File: src/rtl/adder8.sv
// rtl/adder8.sv - registered WIDTH-bit add/subtract with carry, overflow and zero flags, 1-cycle latency
module adder8 #(
    parameter int WIDTH  = 8,
    parameter bit SUB_EN = 1'b1
) (
    input  logic             clk,
    input  logic             rst,
    input  logic             in_valid,
    input  logic [WIDTH-1:0] a,
    input  logic [WIDTH-1:0] b,
    input  logic             cin,
    input  logic             sub,
    output logic [WIDTH:0]   sum,
    output logic             out_valid,
    output logic             ovf,
    output logic             zero
);

    logic             do_sub;
    logic [WIDTH-1:0] b_eff;
    logic [WIDTH:0]   sum_next;
    logic             ovf_next;
    logic             zero_next;

    // Subtraction is a + ~b + cin, so cin=1 gives a-b and sum[WIDTH] reads as NOT-borrow.
    always_comb begin
        do_sub    = SUB_EN && sub;
        b_eff     = do_sub ? ~b : b;
        sum_next  = {1'b0, a} + {1'b0, b_eff} + {{WIDTH{1'b0}}, cin};
        ovf_next  = (a[WIDTH-1] == b_eff[WIDTH-1]) && (sum_next[WIDTH-1] != a[WIDTH-1]);
        zero_next = (sum_next[WIDTH-1:0] == '0);
    end

    // Result registers load only on an accepted input, so idle-cycle inputs never reach the outputs.
    always_ff @(posedge clk or posedge rst) begin
        if (rst) begin
            sum       <= '0;
            out_valid <= 1'b0;
            ovf       <= 1'b0;
            zero      <= 1'b0;
        end else begin
            out_valid <= in_valid;
            if (in_valid) begin
                sum  <= sum_next;
                ovf  <= ovf_next;
                zero <= zero_next;
            end
        end
    end

endmodule

File: config.mk
export PLATFORM = sky130hd
export DESIGN_NAME = adder8
export DESIGN_NICKNAME = d
export VERILOG_FILES = /design/src/rtl/adder8.sv
export SDC_FILE = /design/constraint.sdc
export NUM_CORES = 1
export LEC_CHECK = 0
export CAP_MARGIN = 20
export CORE_UTILIZATION = 47
export CTS_BUF_LIST = sky130_fd_sc_hd__clkbuf_4 sky130_fd_sc_hd__clkbuf_8 sky130_fd_sc_hd__clkbuf_16
export CTS_CLUSTER_SIZE = 40
export DETAILED_ROUTE_END_ITERATION = 10
export PLACE_DENSITY = 0.84
export SYNTH_ARGS = -nofsm -noshare
export SYNTH_HDL_FRONTEND = slang
export SYNTH_SLANG_ARGS = --single-unit
File: constraint.sdc
create_clock -name clk -period 1.15 [get_ports clk]
set_input_delay 0.1725 -clock clk [delete_from_list [all_inputs] [get_ports clk]]
set_output_delay 0.1725 -clock clk [all_outputs]
set_load 0.02 [all_outputs]
==> flow_summary_export.csv, run 1 <==
group,metric,value,unit
status,outcome,"did not finish",
status,stop_stage,"5_1_grt",
status,error_line,"[ERROR DPL-0033] detailed placement checks failed during check placement.",
sta,timing.repair.worst_endpoint_type,"sequential cell input",
synth,synth_ff_type,"sky130_fd_sc_hd__dfrtp_1",
synth,total_of_flip_flops_plus_latches_after_synthesis,12,
sta,worstEndpointGrtRepair,"zero$_DFFE_PP0P_/D",
placed_design,portBuffers,32,
placed_design,numPlacedInstances,165,
synth,netlist_instances,89,
placed_design,place_congestion,0.7809,
placed_design,dp_slack,-1.634,ns
clock_tree,clkSinkCount,12,
synth,syn_avg_cell_area,10.07,um^2
floorplan,floorplan.rows,15,
synth,yosysSeqAreaShare,33.52,%
floorplan,chipWidth,45.66,um
clock_tree,clock_tree.root_cell,"sky130_fd_sc_hd__clkbuf_4",
synth,mappedNetlistNets,119,
placed_design,hpwlAfterDp,1.767,mm
global_routing,initial_antenna_violation_count,0,
synth,edff_count_synth,0,
synth,yosys_warnings,0,
synth,syn-cell-area,895.9,um^2
clock_tree,h-tree-depth,1,
floorplan,pin_count,33,
placed_design,post_dp_cell_area,1418,um^2
floorplan,start_util,50.78,%
clock_tree,cts_inserted_buffers,3,
floorplan,fp.dieH,45.66,um
global_routing,grt_max_degree,17,
clock_tree,clock_path_buffers,2,
synth,postSynth.asyncResetShare,100.0,%
synth,post_synth_num_cell_types,33,
[metrics by stage]
stage,hold slack (ns),TNS (ns)
3_3_place_gp,0.4609,-12.94
4_1_cts,0.2106,-5.367
2_1_floorplan,0.03720,-6.952
3_5_place_dp,0.4768,-13.90
[synth_stat cells (2+ instances only)]
| cell | count | area (um^2) |
|---|---|---|
| sky130_fd_sc_hd__dfrtp_1 | 12 | 300.3 |
| sky130_fd_sc_hd__xor2_1 | 9 | 78.83 |
| sky130_fd_sc_hd__inv_1 | 8 | 30.03 |
| sky130_fd_sc_hd__ha_1 | 7 | 87.58 |
| sky130_fd_sc_hd__o21ai_0 | 6 | 30.03 |
| sky130_fd_sc_hd__mux2_2 | 5 | 56.30 |
| sky130_fd_sc_hd__nor2_1 | 4 | 15.01 |
| sky130_fd_sc_hd__clkbuf_1 | 3 | 11.26 |
| sky130_fd_sc_hd__o21a_1 | 3 | 22.52 |
| sky130_fd_sc_hd__xnor2_1 | 3 | 26.28 |
| sky130_fd_sc_hd__a21oi_1 | 2 | 10.01 |
| sky130_fd_sc_hd__fa_1 | 2 | 40.04 |
| sky130_fd_sc_hd__nor2b_1 | 2 | 12.51 |
| sky130_fd_sc_hd__o31a_1 | 2 | 17.52 |
| sky130_fd_sc_hd__o32ai_1 | 2 | 17.52 |
| sky130_fd_sc_hd__or3_1 | 2 | 12.51 |
[kinds of logic after synthesis]
kind of cell / Yosys count / share of synthesized area (%)
buffers and inverters: 11 / 4.609
AO/OA/AOI/OAI: 23 / 18.02
multiplexers: 6 / 7.402
XOR/XNOR: 12 / 11.73
adder cells (fa/ha/maj): 9 / 14.25
flip-flops: 12 / 33.52
AND/OR/NAND/NOR: 16 / 10.47
[repair_timing]
| action | 4_1_cts |
|---|---|
| resized for setup | 62 |
| setup buffers | 8 |
| endpoints found under the setup margin | 23 |
| pin swaps | 25 |
| cloned | 0 |
| hold buffers | 0 |
==> inputs of run 2 (changes only) <==
- CORE_AREA: not set -> 2 2 63 65
- CORE_UTILIZATION: 47 -> not set
- CTS_BUF_LIST: sky130_fd_sc_hd__clkbuf_4 sky130_fd_sc_hd__clkbuf_8 sky130_fd_sc_hd__clkbuf_16 -> not set
- CTS_CLUSTER_SIZE: 40 -> not set
- DIE_AREA: not set -> 0 0 65 67
- PLACE_DENSITY: 0.84 -> not set
- PLACE_DENSITY_LB_ADDON: not set -> 0.15
==> run 2 against run 1 <==
The flow now finishes, with violations (setup timing). Synthesized area stayed put. Synthesized cell count stayed put.
==> flow_summary_export.csv, run 2 <==
group,metric,value,unit
cells_and_area,most-common-layout-cells,"33 x sky130_fd_sc_hd__buf_4, 17 x sky130_fd_sc_hd__dlygate4sd2_1, 12 x sky130_fd_sc_hd__dfrtp_1",
floorplan,coreArea,3606,um^2
cells_and_area,area_growth,100.4,%
placed_design,portBuffers,32,
sta,timing.fmax,498.6,MHz
setup_path,critical_path.max_stage_delay,0.37,ns
sta,relSlewSlack,82.07,%
synth,post_synth_num_cell_types,33,
floorplan,floorplan.rows,22,
job,max_cap_violations,0,
placed_design,post_dp_cell_area,1454,um^2
synth,edff_count_synth,0,
synth,synth.top_cells.by_count,"12 x sky130_fd_sc_hd__dfrtp_1, 9 x sky130_fd_sc_hd__xor2_1, 8 x sky130_fd_sc_hd__inv_1",
sta,hold_viol_final,0,
global_routing,grt_ovf,0,
placed_design,numPlacedInstances,189,
clock_tree,h-tree-depth,1,
cells_and_area,post_layout_nonfiller_instances,208,
floorplan,full_die_area,4355,um^2
sta,final_period_minus_worst_setup_slack,2.006,ns
route,wl_per_cell,12.71,um
setup_path,critical_path_required,1.26,ns
floorplan,chipWidth,65,um
floorplan,start_util,24.84,%
synth,total_of_flip_flops_plus_latches_after_synthesis,12,
route,drtPass1Iterations,4,
global_routing,initial_antenna_violation_count,0,
sta,final_critical_path_setup_slack,-0.8556,ns
synth,postSynth.asyncResetShare,100.0,%
sta,post-route-period-util,174.4,%
clock_tree,tritoncts,"yes",
synth,netlist_instances,89,
worst_hold_path,min_path_type,"input pin to async pin",
synth,mappedNetlistNets,119,
route,wl,2.644,mm
global_routing,grt.total_usage,12.98,%
placed_design,hpwlAfterDp,1.783,mm
cells_and_area,largest_register,"sum",
power,power.static_leakage,0.8189,nW
clock_tree,clock_path_buffers,2,
floorplan,pin_count,33,
synth,synth_most_common_cell,"sky130_fd_sc_hd__dfrtp_1",
status,outcome,"complete, but fails checks",
synth,syn-cell-area,895.9,um^2
cells_and_area,fin_nets,192,
power,vdd_drop_max,420.1,uV
setup_path,cp_cell_sequence,"buf_8 > xor2_4 > fa_2 > inv_2 > fa_2 > nor2b_2 > o31a_1 > buf_6 > o31a_1 > o21ai_1 > a31oi_1",
synth,yosysSeqAreaShare,33.52,%
cells_and_area,insertedDiodeCount,0,
setup_path,critPathMaxFanout,3,
clock_tree,cts.hold.buffers_added,0,
clock_tree,clk_latency,0.23,ns
global_routing,via_count_of_the_first_global_routing_pass,992,
placed_design,dp_slack,-1.603,ns
placed_design,place_congestion,0.7240,
global_routing,grt_max_degree,17,
setup_path,crit_slowest_cell,"sky130_fd_sc_hd__fa_2",
clock_tree,cts.reportedPaths.clkPinSlew,0.05,ns
sta,final_max_slew_viol_count,0,
sta,rsz0062_at_grt,"yes",
cells_and_area,number_of_flip_flops_under_the_largest_register_name,9,
setup_path,critPathLaunchType,"input pin",
setup_path,critical_path_class,"input pin to flip-flop",
floorplan,fp.dieH,67,um
route,mean_number_of_vias_per_cell,4.385,
synth,synth.area.top_cells,"sky130_fd_sc_hd__dfrtp_1 34%, sky130_fd_sc_hd__ha_1 9.8%, sky130_fd_sc_hd__xor2_1 8.8%",
status,failing_checks,"setup timing",
clock_tree,cts_inserted_buffers,3,
synth,syn_avg_cell_area,10.07,um^2
route,drt_iter0_markers,14,
setup_path,crit_path_end_kind,"flip-flop",
route,remaining_drc_errors,0,
cells_and_area,share_of_layout_cells_above_drive_strength_1,48.75,%
sta,clock_skew,0,ns
cells_and_area,layout_commonest_cell,"sky130_fd_sc_hd__buf_4",
synth,yosys_warnings,0,
cells_and_area,final_design_area_no_fill,1795,um^2
synth,synth.largest_area_cell,"sky130_fd_sc_hd__dfrtp_1",
synth,synth_ff_type,"sky130_fd_sc_hd__dfrtp_1",
clock_tree,clkSinkCount,12,
sta,setup_viol_count_final,10,
route,final_antenna_net_count,0,
synth,synthDominantCellAreaShare,33.52,%
sta,timing_worst_slew_pin_value,0.2667,ns
power,pwrdens,1242,nW/um^2
setup_path,cp_data_arrival_time,2.11,ns
global_routing,grt_first_pass_wirelength,4.347,mm
clock_tree,clock_tree.root_cell,"sky130_fd_sc_hd__clkbuf_8",
route,vias,912,
==> run 2: cell counts after synthesis <==
No cell type changed its count.
==> run 2: path summary, 6_finish.rpt <==
kind                                       to  cells past startpoint          startpoint  slack, ns
hold reg to reg            sum[7]$_DFFE_PP0P_                      1  sum[7]$_DFFE_PP0P_       0.51
min in group clk           sum[7]$_DFFE_PP0P_                      1  sum[7]$_DFFE_PP0P_       0.51
setup / recovery           sum[8]$_DFFE_PP0P_                     11                b[0]      -0.86
hold / removal             sum[4]$_DFFE_PP0P_                      3                 rst       0.23
setup reg to reg           sum[0]$_DFFE_PP0P_                      1  sum[0]$_DFFE_PP0P_       0.40
max in group asynchronous    zero$_DFFE_PP0P_                      3                 rst       0.77
==> run 2: timing repair <==
item / CTS / global route
pin swaps: 25 / 19
endpoints found under the setup margin: 23 / 11
buffers inserted: 15 / 1
resized for setup: 62 / 15
==> run 2: cells by family after synthesis <==
| family | after synthesis | share of synthesized area [%] |
|---|---|---|
| AO/OA/AOI/OAI | 23 | 18.02 |
| AND/OR/NAND/NOR | 16 | 10.47 |
| XOR/XNOR | 12 | 11.73 |
| flip-flops | 12 | 33.52 |
| buffers and inverters | 11 | 4.609 |
| adder cells (fa/ha/maj) | 9 | 14.25 |
| multiplexers | 6 | 7.402 |
==> run 2: metrics by stage <==
| stage | total power, mW | utilization, % | TNS [ns] | hold WS [ns] |
|---|---|---|---|---|
| global placement | 1.608 | 40.32 | -13.51 | 0.4646 |
| floorplan | 1.112 | - | -6.952 | 0.03720 |
| detailed placement | 1.622 | 40.32 | -14.00 | 0.4807 |
| global route | 2.390 | 49.79 | -7.006 | 0.2489 |
| finish | 2.230 | 49.79 | -6.340 | 0.2301 |
| CTS | 2.147 | 47.50 | -6.023 | 0.2357 |
==> run 2: metal layers <==
layer / GRT usage (%) / up-vias / wire [um]
met1: 14.80 / 428 / 1114
met4: 6.383 / 0 / 30
met3: 2.027 / 2 / 117
li1: - / 456 / -
met2: 23.45 / 26 / 1381
met5: 0 / - / 0
==> run 2: where the power goes <==
group | leakage (nW) | internal [mW] | switching (mW)
logic | 0.655 | 0.714 | 0.571
registers | 0.142 | 0.523 | 0.0510
clock network | 0.0216 | 0.230 | 0.142
total | 0.819 | 1.47 | 0.764
==> run 2: final cells by class <==
cell class	instances	area, um^2
clock buffers	3	41.29
fillers	342	1810
inverters	8	30.03
multi-input cells	66	744.5
flip-flops and latches	12	300.3
well taps	48	60.06
repair buffers	71	619.3
==> run 2: critical path, delay by kind of cell <==
kind / cells / cell delay (ns)
AOI/OAI and AO/OA: 4 / 0.85
adders and majority gates: 2 / 0.57
buffers and inverters: 3 / 0.30
xor gates and xnor gates: 1 / 0.17
and+or+nand+nor: 1 / 0.05
No activity file was read; power rests on OpenSTA's default activity.
